--- src/rtl/fpcvt_pkg.sv ---
// Shared types and helpers for the sequential two's-complement to float converter.
// Holds the FSM encoding, derived widths and the half-up round/saturate step.
package fpcvt_pkg;

    typedef enum logic [1:0] {
        IDLE,
        NORM,
        ROUND,
        DONE
    } state_t;

    function automatic int mag_w(input int in_w);
        return in_w - 1;
    endfunction

    function automatic int e_max(input int exp_w);
        return (1 << exp_w) - 1;
    endfunction

    // Round half-up on the kept bits, carry into the exponent, clamp past e_max.
    function automatic void round_step(
        input  int   sig_w,
        input  int   emax,
        input  int   low,
        input  logic rbit,
        input  int   e_in,
        output int   f,
        output int   e_out,
        output logic sat
    );
        f     = low + int'(rbit);
        e_out = e_in;
        sat   = 1'b0;
        if (f == (1 << sig_w)) begin
            f     = 1 << (sig_w - 1);
            e_out = e_in + 1;
        end
        if (e_out > emax) begin
            f     = (1 << sig_w) - 1;
            e_out = emax;
            sat   = 1'b1;
        end
    endfunction

endpackage

--- src/rtl/fp_convert_seq_round.sv ---
// Combinational rounding stage: kept significand bits plus round bit
// become the final significand, exponent and saturation flag.
module fp_round
    import fpcvt_pkg::*;
#(
    parameter int EXP_W = 3,
    parameter int SIG_W = 4
) (
    input  logic [SIG_W-1:0] mag,
    input  logic             rbit,
    input  logic [EXP_W:0]   e,
    input  logic             sat_pend,
    output logic [SIG_W-1:0] f,
    output logic [EXP_W-1:0] e_out,
    output logic             sat
);

    int   f_i;
    int   e_i;
    logic s_i;

    always_comb begin
        f_i = 0;
        e_i = 0;
        s_i = 1'b0;
        round_step(SIG_W, e_max(EXP_W), int'(mag), rbit, int'(e), f_i, e_i, s_i);
        f     = SIG_W'(f_i);
        e_out = EXP_W'(e_i);
        sat   = s_i | sat_pend;
    end

endmodule

--- src/rtl/fp_convert_seq.sv ---
// Sequential two's-complement to small float converter with valid/ready on
// both sides; normalises one right-shift per cycle, then rounds in one cycle.
module fp_convert_seq
    import fpcvt_pkg::*;
#(
    parameter int IN_W  = 12,
    parameter int EXP_W = 3,
    parameter int SIG_W = 4
) (
    input  logic             clk,
    input  logic             rst,
    input  logic             in_valid,
    output logic             in_ready,
    input  logic [IN_W-1:0]  in_data,
    output logic             out_valid,
    input  logic             out_ready,
    output logic             out_sign,
    output logic [EXP_W-1:0] out_exp,
    output logic [SIG_W-1:0] out_sig,
    output logic             out_sat
);

    localparam int MAG_W = mag_w(IN_W);
    localparam int E_MAX = e_max(EXP_W);

    generate
        if ((MAG_W - SIG_W > E_MAX) || (SIG_W < 2)) begin : g_bad_cfg
            $fatal(1, "fp_convert_seq: unsupported IN_W/EXP_W/SIG_W combination");
        end
    endgenerate

    state_t           state;
    logic [MAG_W-1:0] mag;
    logic [EXP_W:0]   e;
    logic             rbit;
    logic             sat_pend;
    logic             sign_q;

    logic [MAG_W-1:0] low_bits;
    logic [MAG_W-1:0] neg_low;
    logic             in_neg;
    logic             in_min;
    logic [MAG_W-1:0] abs_in;

    logic [SIG_W-1:0] f_r;
    logic [EXP_W-1:0] e_r;
    logic             sat_r;

    // Only the most negative word has zero low bits with the sign set.
    always_comb begin
        low_bits = in_data[MAG_W-1:0];
        in_neg   = in_data[IN_W-1];
        neg_low  = ~low_bits + MAG_W'(1);
        in_min   = in_neg && (low_bits == '0);
        abs_in   = low_bits;
        if (in_min) begin
            abs_in = '1;
        end else if (in_neg) begin
            abs_in = neg_low;
        end
    end

    fp_round #(
        .EXP_W(EXP_W),
        .SIG_W(SIG_W)
    ) u_round (
        .mag     (mag[SIG_W-1:0]),
        .rbit    (rbit),
        .e       (e),
        .sat_pend(sat_pend),
        .f       (f_r),
        .e_out   (e_r),
        .sat     (sat_r)
    );

    always_ff @(posedge clk or posedge rst) begin
        if (rst) begin
            state     <= IDLE;
            in_ready  <= 1'b1;
            out_valid <= 1'b0;
            out_sign  <= 1'b0;
            out_exp   <= '0;
            out_sig   <= '0;
            out_sat   <= 1'b0;
            mag       <= '0;
            e         <= '0;
            rbit      <= 1'b0;
            sat_pend  <= 1'b0;
            sign_q    <= 1'b0;
        end else begin
            unique case (state)
                IDLE: begin
                    if (in_valid && in_ready) begin
                        sign_q   <= in_neg;
                        mag      <= abs_in;
                        e        <= '0;
                        rbit     <= 1'b0;
                        sat_pend <= in_min;
                        in_ready <= 1'b0;
                        state    <= NORM;
                    end
                end
                NORM: begin
                    if (|mag[MAG_W-1:SIG_W]) begin
                        mag  <= mag >> 1;
                        rbit <= mag[0];
                        e    <= e + (EXP_W+1)'(1);
                    end else begin
                        state <= ROUND;
                    end
                end
                ROUND: begin
                    out_sign  <= sign_q;
                    out_exp   <= e_r;
                    out_sig   <= f_r;
                    out_sat   <= sat_r;
                    out_valid <= 1'b1;
                    state     <= DONE;
                end
                DONE: begin
                    if (out_ready) begin
                        out_valid <= 1'b0;
                        in_ready  <= 1'b1;
                        state     <= IDLE;
                    end
                end
                default: state <= IDLE;
            endcase
        end
    end

endmodule

--- config.mk ---
export PLATFORM = sky130hd
export DESIGN_NAME = fp_convert_seq
export DESIGN_NICKNAME = d
export VERILOG_FILES = /design/src/rtl/fpcvt_pkg.sv /design/src/rtl/fp_convert_seq_round.sv /design/src/rtl/fp_convert_seq.sv
export SDC_FILE = /design/constraint.sdc
export NUM_CORES = 1
export LEC_CHECK = 0
export ABC_CLOCK_PERIOD_IN_PS = 2700
export CORE_UTILIZATION = 63
export CTS_CLUSTER_SIZE = 16
export DETAILED_ROUTE_END_ITERATION = 16
export DONT_BUFFER_PORTS = 1
export PLACE_DENSITY = 0.79
export SETUP_SLACK_MARGIN = 0.02
export SYNTH_ARGS = -nofsm -noshare
export SYNTH_HDL_FRONTEND = slang
export SYNTH_HIERARCHICAL = 1
export SYNTH_SLANG_ARGS = --single-unit
--- constraint.sdc ---
create_clock -name clk -period 2.7 [get_ports clk]
set_input_delay 0.675 -clock clk [delete_from_list [all_inputs] [get_ports clk]]
set_output_delay 0.675 -clock clk [all_outputs]
set_load 0.01 [all_outputs]
-- Word level (Yosys, flattened, before mapping)
Index checks and enable logic that the tools add are counted.
- $add $sub $neg: 4
- $lt $le $gt $ge: 1
- eq/ne operators: 8
- multiplexer cells: 24
- bitwise logic cells: 2
- reductions and logical operators: 13
- operator list (kind ; number):
    $mux W11 ; 4
    $pmux W11 S2 ; 1
    $mux W4 ; 4
    $add A11 B1 Y11 const B ; 1
    $logic_not A11 Y1 ; 1
    $not A11 Y11 ; 1
    $reduce_and A3 Y1 ; 3
    $ne A2 B2 Y1 const B ; 4
    $pmux W2 S4 ; 1
    $pmux W4 S2 ; 1
    $reduce_or A7 Y1 ; 1
    $mux W2 ; 3
    $pmux W1 S2 ; 3
    $reduce_bool A2 Y1 ; 3
    $add A4 B1 Y5 ; 1
    $add A4 B1 Y5 const B ; 1
    $eq A5 B5 Y1 const B ; 1
    $gt A5 B3 Y1 const B ; 1
    $mux W1 ; 5
    $mux W5 ; 1
    $add A4 B1 Y4 const B ; 1
    $eq A2 B2 Y1 const B ; 2
    $reduce_and A2 Y1 ; 2
    $mux W3 ; 1
    4 further kinds ; 5
- flip-flop bits (word level): 31
- output and inout port bits: 11
- logic and storage cells: 64

-- Depth between registers and ports, before layout
- word-level depth: 6
- mapped depth: 8
- mapped depth without buffers: 7

-- Modules after synthesis
Netlist, hierarchy kept.
- modules (own cells, without submodules) (module ; times used ; cells each ; area each (µm²) ; seq. area each (µm²)):
    fp_convert_seq ; 1 ; 173 ; 1727.9 ; 777.0
    fp_round ; 1 ; 32 ; 227.7 ; 0.0

-- Least setup slack after synthesis
No wires, ideal clock.
- path kind: input-to-reg
- start point: input port in_data[0]
- end point: register mag[1]
- library setup time: 74 ps
- arrival time: 2166 ps
- required time: 2626 ps
- path slack: 460 ps
- stages on the path: 7
- buffers on the path: 0
- path through: inv_1 ha_1 or3b_4 nor4_4 a21oi_2 a221o_1 o21ai_2
- cells in the longest elaborated chain, start to end: 6
- elaborated cells between the ends (all ways): 8
- classes of those cells: 1 x add/sub; 4 x mux; 1 x bitwise; 2 x reduce/logical
- RTL lines (element ; line ; source):
    start: declaration ; fp_convert_seq.sv:14 ; input logic [IN_W-1:0] in_data,
    $not A11 Y11 ; fp_convert_seq.sv:53 ; neg_low = ~low_bits + MAG_W'(1);
    $add A11 B1 Y11 ; fp_convert_seq.sv:53 ;
    $mux W11 ; fp_convert_seq.sv:58 ; end else if (in_neg) begin
    $mux W11 (*) ; fp_convert_seq.sv:56 ; if (in_min) begin
    $mux W11 (*) ; fp_convert_seq.sv:93 ; if (in_valid && in_ready) begin
    $pmux W11 S2 (*) ; fp_convert_seq.sv:91 ; unique case (state)
    end signal: assignment ; fp_convert_seq.sv:95 ; mag <= abs_in;
    end signal: assignment ; fp_convert_seq.sv:105 ; mag <= mag >> 1;
    end: declaration ; fp_convert_seq.sv:33 ; logic [MAG_W-1:0] mag;
Every way passes the cells marked *; elsewhere a longest branch is shown, timed or not. The select of a mux whose other input is x is not followed.
A chain may end at the register's enable or synchronous reset.

-- Worst setup path in the final report
- start point: register mag[0]
- end point: register out_sig[1]
- cells in the longest elaborated chain, start to end: 5
- elaborated cells between the ends (all ways): 6
- classes of those cells: 1 x add/sub; 1 x order compare; 1 x eq/ne; 3 x mux
- RTL lines (element ; line ; source):
    $add A4 B1 Y5 (*) ; fpcvt_pkg.sv:31 ; f = low + int'(rbit);
    $eq A5 B5 Y1 ; fpcvt_pkg.sv:34 ; if (f == (1 << sig_w)) begin
    $mux W5 ; fpcvt_pkg.sv:34 ;
    $gt A5 B3 Y1 ; fpcvt_pkg.sv:38 ; if (e_out > emax) begin
    $mux W4 (*) ; fpcvt_pkg.sv:38 ;
    named net f_r[1] ; fp_convert_seq.sv:45 ; logic [SIG_W-1:0] f_r;
    end signal: assignment ; fp_convert_seq.sv:115 ; out_sig <= f_r;
    end: declaration ; fp_convert_seq.sv:19 ; output logic [SIG_W-1:0] out_sig,
Mark *: on every way through the listed nets, which the timed path passes. The rest lies on a longest branch.

==> metrics <==
antenna fix cells=0; # setup viols final=0; worst skew pair latency=330 ps; Post-CTS Setup Inserts=0; CTS tree=done; Hold Vio Cnt, Final=0; nets=235; Clock Root Buffer=clkbuf_4; CTS resizes=0; Synth Net Count=between 200 and 250; max incr delay on CP=approximately 430 ps; Max Clock Freq=around 0.44 GHz; global-route wire length before repair=between 6000 and 7000 um; top-area cell type share of the netlist area=between 30% and 40%; Clock Sinks=31; htree depth=2; pin count of the biggest net entering global routing=19; routability cong.=around 0.87; Finished Layout Cells=roughly 240; Worst EP required=2920 ps; max-slew violations=0; EDFF count, synth=0; CTS Buf Count=5; CTS Buffer Depth=2; Synth area leaders=dfrtp_1, ha_1, mux2_2, nand2_1, nand3_1; FF+latch count, synth=31; Worst Path Buf+Inv=0; slowest CP cell=dfrtp_1; WP data arrival=2470 ps; most frequent CP cell=ha_1; DRC violation total after the first TritonRoute iteration=between 80 and 90; Setup crit end kind=flop; Starting Density=about two thirds; fraction of registers with async set/reset=100%; final worst path period share=between 80% and 90%; setup total negative slack=0 ps; RSZ-0062 raised after global routing=false; Max-cap violations=0; port bufs=0; initial antenna violation count=0; CORE AREA=2850 um2; Die Span X=slightly below 60 um; # IOs=27; die area=3330 um2; hold_buf cts=0; violated checks=design-rule violations; # rows=19; design area=just over 2000 um2; Setup crit end=out_sig[1]$_DFFE_PP0P_; pwr/cell area=between 1000 and 1500 nW/um2; Post-Syn Area per Cell=between 9 and 10 um2; overall power=about 0.0023 W; post-DP HPWL=between 2000 and 3000 um; Clock Pin Slew Worst Setup and Hold Paths=90 ps; critical-path maximum fanout=4; Crit Path Category=reg -> reg; Slew headroom=roughly three fifths; r2r setup slk=450 ps; Crit path max-delay family=multiplexers; area grow syn2layout=6.33%; leakage=0.948 nW; top-count cell post-synth=dfrtp_1; critical register-to-register path startpoint=mag[0]$_DFFE_PP0P_; top cell type by total area after synthesis=dfrtp_1; Reg-to-Reg End=out_sig[1]$_DFFE_PP0P_; Routed Antenna Nets=0; Synth Warn #=6; Primary FF master, synth=dfrtp_1; Die Y=~58 um; post-synthesis sequential area ratio=39.7%; crit path cell chain=ha_1 > ha_1 > and4bb_2 > nand3_1 > mux2i_1 > nand2b_1 > mux2_2; cell count of the worst reg-to-reg path=7; Crit path depth=7; hold crit path type=in -> async; Routed WL=approximately 4000 um; minimum clock period=about 2200 ps; total number of vias=1558; number of global-route vias before repair=1596; DRC=2; Mapped Cells=a little over 200; CP Launch Point=mag[0]$_DFFE_PP0P_; final core utilization=between 70% and 80%; total gr overflow=0; fraction of layout cells with a size suffix above 1=between 15 and 20%; crit start category=flop; Worst Skew=between 5 and 6 ps; drt first pass iters=10; Distinct cells, synth=52; dpl cell area=1990 um2; vias per cell=around 6.5; Syn Std Cell Area=between 1500 and 2000 um2; synth cell count leaders=dfrtp_1, nand2_1, inv_1; Total GRT Usage=26.0%; Placed Instances=about 230; peak supply drop=around 0.77 mV; drt wl/cell=between 15 and 20 um; Worst-Margin Slew=roughly 580 ps; status=complete, but fails checks
[routing by layer]
layer / global-route usage, % / share of wire, %
met5: 0 / 0
met4: 8.50 / 0.74
met3: 6.92 / 6.0
met2: 45.2 / 50
met1: 31.6 / 43
[sequential cells by signal, summed over array words and instances (netlist names)]
register   flops
mag           11
e              4
out_sig        4
out_exp        3
state          2
in_ready       1
out_sat        1
out_sign       1
out_valid      1
rbit           1
sat_pend       1
sign_q         1
[layout make-up]
type                    instances  area [um2]
clock buffers                   6        51.3
clock inverters                 2        35.0
fillers                       213         773
inverters                      14        52.6
multi-input cells             154        1100
flip-flops and latches         31         777
well taps                      31        38.8
repair buffers                  3        22.5
[cell usage in the layout (no fill, tap or decap), types with 3 or more instances in the layout]
cell type  instances
ha_1              10
o31ai_1            3
nand2_1           18
xor2_1             5
inv_1             14
nand3_1           11
clkbuf_4           5
a21oi_1            5
a221oi_1           3
mux2_2            11
nand2b_1           6
dfrtp_1           30
nor2_1            12
nor3_1             4
buf_4              3
mux2i_1            5
and3_1             3
nor2b_1            3
o21ai_0           11
[how the worst min path moves through the flow]
| stage | start | end | slack, ps | cells after the start |
|---|---|---|---|---|
| 3_5_place_dp | rbit$_DFFE_PP0P_ | rbit$_DFFE_PP0P_ | 460 | 2 |
| 2_1_floorplan | sat_pend$_DFFE_PP0P_ | sat_pend$_DFFE_PP0P_ | 440 | 2 |
| 5_1_grt | rst | e[2]$_DFFE_PP0P_ | 320 | 1 |
| 4_1_cts | rst | e[2]$_DFFE_PP0P_ | 300 | 1 |
| 6_report | rst | e[2]$_DFFE_PP0P_ | 280 | 1 |
| 3_3_place_gp | sat_pend$_DFFE_PP0P_ | sat_pend$_DFFE_PP0P_ | 460 | 2 |
[stage by stage]
| stage | hold WS (ps) | setup slack, ps |
|---|---|---|
| detailed placement | 464 | 316 |
| CTS | 296 | 447 |
| global placement | 463 | 379 |
| global route | 322 | 310 |
| floorplan | 441 | 460 |
| finish | 281 | 451 |
[where the power goes]
part / switching [W] / internal (W)
Clock: 0.000156 / 0.000219
Sequential: 0.000231 / 0.000682
Combinational: 0.000516 / 0.000471
[kinds of logic after synthesis]
| kind of cell | Yosys count | synth area share [%] |
|---|---|---|
| and+or+nand+nor | 74 | 20.7 |
| AOI/OAI and AO/OA | 46 | 16.5 |
| DFF | 31 | 39.7 |
| buffers and inverters | 20 | 3.90 |
| muxes | 17 | 9.66 |
| adders and majority gates | 10 | 6.40 |
| xor gates and xnor gates | 7 | 3.14 |
(Power assumes the default switching activity.)
==> RTL change 1, RTL diff (config.mk and constraints unchanged) <==
Set the parameter `IN_W` to 10 (it was 12).
--- a/src/rtl/fp_convert_seq.sv
+++ b/src/rtl/fp_convert_seq.sv
@@ -3,7 +3,7 @@
 module fp_convert_seq
     import fpcvt_pkg::*;
 #(
-    parameter int IN_W  = 12,
+    parameter int IN_W  = 10,
     parameter int EXP_W = 3,
     parameter int SIG_W = 4
 ) (
Ports: changed (resized in_data); port bits go from 27 to 25. The function was not compared with the original's and may differ.
==> RTL change 1 against the original RTL <==
Final cell count down 9.1%; synthesized area shrank 9.0%; non-clock buffer count down 2; sequential cell count is 2 lower; worst setup slack improved by 0.081 ns; total power shrank 9.0%; global-route usage is 0.55 points lower; design area is 9.7% lower; routed wire length fell by 16%; highest routed layer unchanged.
==> RTL change 1: results <==
set metrics [dict create \
    status "finished clean" \
    ys_top_cells_by_area "dfrtp_1 (39%), ha_1 (7.7%), mux2_2 (6.3%)" \
    synthXorXnorAreaFrac_pct 2.95 \
    grt_max_degree 30 \
    placed_area_mm2 0.00181 \
    yosys-top-cells-count "dfrtp_1 (28), nand2_1 (24), o21ai_0 (13)" \
    drc 0 \
    synth_cell_types 42 \
    top_regs "mag (9), e (4), out_sig (4)" \
    gp_congestion 0.818 \
    max_slew_margin_pct 67.0 \
    syn-num-nets 209 \
    synthCells 184 \
    dpl.hpwl_um 2490 \
    track_usage_pct 25.4 \
    fill_cells 196 \
    drtIter0Drc 20 \
    routed_wl_um 3310 \
    grt_pass1_wl_um 5220 \
    drive_gt1_share_pct 15.9 \
    vias 1325 \
    p_sw_uw 836 \
    ys_seq_area_share_pct 40.9 \
    cp.arrival_ns 2.38 \
    grt_pass1_vias 1196 \
    clock_skew_ns 0.0114 \
    ir_worst_vdd_v 0.000943 \
    power.leakage_nw 0.854 \
    drt_pass1_iterations 4 \
    nNetsFinal 213 \
]
[RTL change 1: worst max-delay path: stages (launching register included)]
cell and delay (ns):
dfrtp_1 0.41, ha_1 0.22, ha_1 0.29, and4bb_2 0.34, nand2_2 0.09, mux2_4 0.30
o32a_1 0.16, mux2_2 0.25
[RTL change 1: cell families after synthesis]
kind of cell               count (synthesis)
AOI/OAI and AO/OA                         43
xor gates and xnor gates                   6
adders and majority gates                 11
buffers and inverters                     15
DFF                                       29
muxes                                     16
and+or+nand+nor                           64
[RTL change 1: stage by stage]
step           cells  worst slack (ns)
6_report         219             0.532
4_1_cts          219             0.530
5_1_grt          219             0.451
3_3_place_gp     211             0.538
3_5_place_dp     211             0.459
2_1_floorplan    184             0.614
[RTL change 1: path summary, 6_finish.rpt]
check / depth (start not counted) / end / slack [ns] / start
hold reg to reg: 2 / sat_pend / 0.49 / sat_pend
min in group clk: 1 / out_valid / 0.42 / out_ready
setup reg to reg: 7 / out_exp[0] / 0.53 / mag[0]
setup / recovery: 7 / out_exp[0] / 0.53 / mag[0]
hold / removal: 2 / out_valid / 0.29 / rst
max in group asynchronous: 2 / in_ready / 2.10 / rst
[RTL change 1: area by class of cell]
type | count | area, µm² | share of cell area, %
Timing Repair Buffer | 1 | 7.51 | 0.400
Clock buffer | 7 | 65.1 | 3.46
Clock inverter | 1 | 5.00 | 0.266
Sequential cell | 29 | 727 | 38.7
Inverter | 11 | 41.3 | 2.20
Tap cell | 30 | 37.5 | 2.00
Multi-Input combinational cell | 140 | 995 | 53.0
[RTL change 1: power by group through the flow]
stage	logic, mW	clock network (mW)	registers, mW
floorplan	0.757	0	0.824
global placement	0.855	0	0.866
detailed placement	0.895	0	0.884
CTS	0.901	0.309	0.874
global route	1.00	0.329	0.908
finish	0.895	0.302	0.872
[RTL change 1: per-layer routing]
layer  vias to the layer above  share of wire (%)  GRT usage, %  wire length, µm
met5                         -                  0             0                0
met4                         0                1.2          10.0               39
met3                         5                2.7          8.47               88
met2                        18                 52          44.0             1710
met1                       642                 45          28.7             1470
li1                        660                  -             -                -
==> RTL change 2, RTL diff (config.mk and constraints unchanged) <==
Without the edit above. The 4 states of `state_t` get a one-hot encoding in 4 bits.
--- a/src/rtl/fpcvt_pkg.sv
+++ b/src/rtl/fpcvt_pkg.sv
@@ -2,11 +2,11 @@
 // Holds the FSM encoding, derived widths and the half-up round/saturate step.
 package fpcvt_pkg;
 
-    typedef enum logic [1:0] {
-        IDLE,
-        NORM,
-        ROUND,
-        DONE
+    typedef enum logic [3:0] {
+        IDLE  = 4'b0001,
+        NORM  = 4'b0010,
+        ROUND = 4'b0100,
+        DONE  = 4'b1000
     } state_t;
 
     function automatic int mag_w(input int in_w);
Function: same outputs for any inputs over 10 cycles, from zero or initial values and one cycle with rst high; not proved beyond that.
==> RTL change 2 against the original RTL <==
Routed wire length down 8.9%; synthesized area shrank 2.8%; the run still ends with design-rule violations left; design area down 5.3%; first-iteration DRC count decreased by 33%; clock skew rose by 0.0019 ns; sequential cell count increased by 2; worst setup slack improved by 0.077 ns.
Power is not compared: it rests on default switching activity, and its combinational part moved more than twofold at a synthesized area within 25%.
==> RTL change 2: results <==
set metrics [dict create \
    status "finished, violations left" \
    violations "design-rule violations" \
    grt_pass1_vias 1392 \
    diodes 0 \
    r2r_cells 7 \
    crit_fanout 4 \
    largest_reg_flops 11 \
    clock_skew_ns 0.00781 \
    cts_resized 0 \
    grt_use_met3_pct 5.99 \
    drc 7 \
    holdWs_ns 0.204 \
    ys_async_sr_fraction_pct 100 \
    top_register "mag" \
    grt_pass1_wl_um 6190 \
    drive_gt1_share_pct 17.9 \
    slowest_stage "dfrtp_1" \
    dpl.hpwl_um 2670 \
    ys_warn_count 6 \
    clk_path_buf_depth 2 \
    regToRegSetupSlack_ns 0.53 \
    yosys-top-cells-count "dfrtp_1 (31), nand2_1 (25), nor2_1 (14)" \
    ys_top_cells_by_area "dfrtp_1 (41%), mux2_2 (5.9%), nand2_1 (4.9%)" \
    clk_pin_slew_worst_paths_ns 0.09 \
    synth_cell_types 48 \
    rr_startpoint "mag[0]" \
    io_buffers 0 \
    power.leakage_nw 0.871 \
    fill_cells 215 \
    routed_wl_um 3580 \
    regToRegEndpoint "out_exp[0]" \
    ir_worst_vdd_v 0.000250 \
    grt-ovfl-total 0 \
    tightest_slew_ns 0.746 \
    post_cts_buffers 0 \
    vias_per_cell 6.31 \
    clock_latency_ns 0.33 \
    syn-num-nets 217 \
    drt_pass1_iterations 10 \
    postCtsHoldBufs 0 \
    gp_congestion 0.818 \
    critPathTopFamily "multiplexers" \
    cpPeakStageDelay_ns 0.41 \
    grtUsageMet2_pct 40.7 \
    cts_made_buffers 5 \
    grtUsageMet1_pct 33.2 \
    grt_max_degree 24 \
    clockRootBuffer "clkbuf_4" \
    cp.arrival_ns 2.39 \
    ys_seq_area_share_pct 43.6 \
    hold_class "input port to asynchronous set/reset pin" \
    antenna_found_initial 0 \
    track_usage_pct 25.7 \
    cts-htree-levels 2 \
    drtIter0Drc 57 \
]
## RTL change 2: where the power goes
group / internal (mW) / total [mW] / switching (mW)
combinational: 0.0191 / 0.0434 / 0.0243
clock: 0.104 / 0.255 / 0.151
sequential: 0.494 / 0.494 / 0
## RTL change 2: kinds of logic after synthesis
logic type / count (synthesis) / share of synthesized area (%)
AND/OR/NAND/NOR: 82 / 23.1
AO/OA/AOI/OAI: 44 / 15.0
flip-flops: 33 / 43.6
multiplexers: 13 / 7.77
XOR/XNOR: 10 / 4.61
buffers and inverters: 9 / 2.63
adder cells (fa/ha/maj): 5 / 3.29
## RTL change 2: layer usage
metal / vias to the layer above / share of wire, %
li1: 718 / -
met1: 694 / 46
met2: 46 / 47
met3: 5 / 4.9
met4: 0 / 1.6
met5: - / 0
## RTL change 2: metrics by stage
step	instances	instance area, µm²
final	232	1970
after global routing	232	1970
after CTS	232	1970
after detailed placement	224	1920
after global placement	224	1920
after floorplan	196	1900
## RTL change 2: how the worst max path moves through the flow
stage | cells after the start | from | endpoint | slack (ns)
final | 7 | mag[0] | out_exp[0] | 0.53
after global routing | 6 | state[0] | mag[0] | 0.42
after floorplan | 7 | mag[0] | out_exp[0] | 0.64
after detailed placement | 7 | mag[0] | out_exp[0] | 0.53
after CTS | 7 | mag[0] | out_exp[0] | 0.52
after global placement | 7 | mag[0] | out_exp[0] | 0.60
## RTL change 2: cell type report
class	instances	area [µm²]	share of cell area (%)
multi-input cells	154	1020	51.9
flip-flops and latches	33	828	42.1
clock buffers	8	48.8	2.48
well taps	31	38.8	1.97
inverters	4	16.3	0.826
repair buffers	2	15.0	0.762
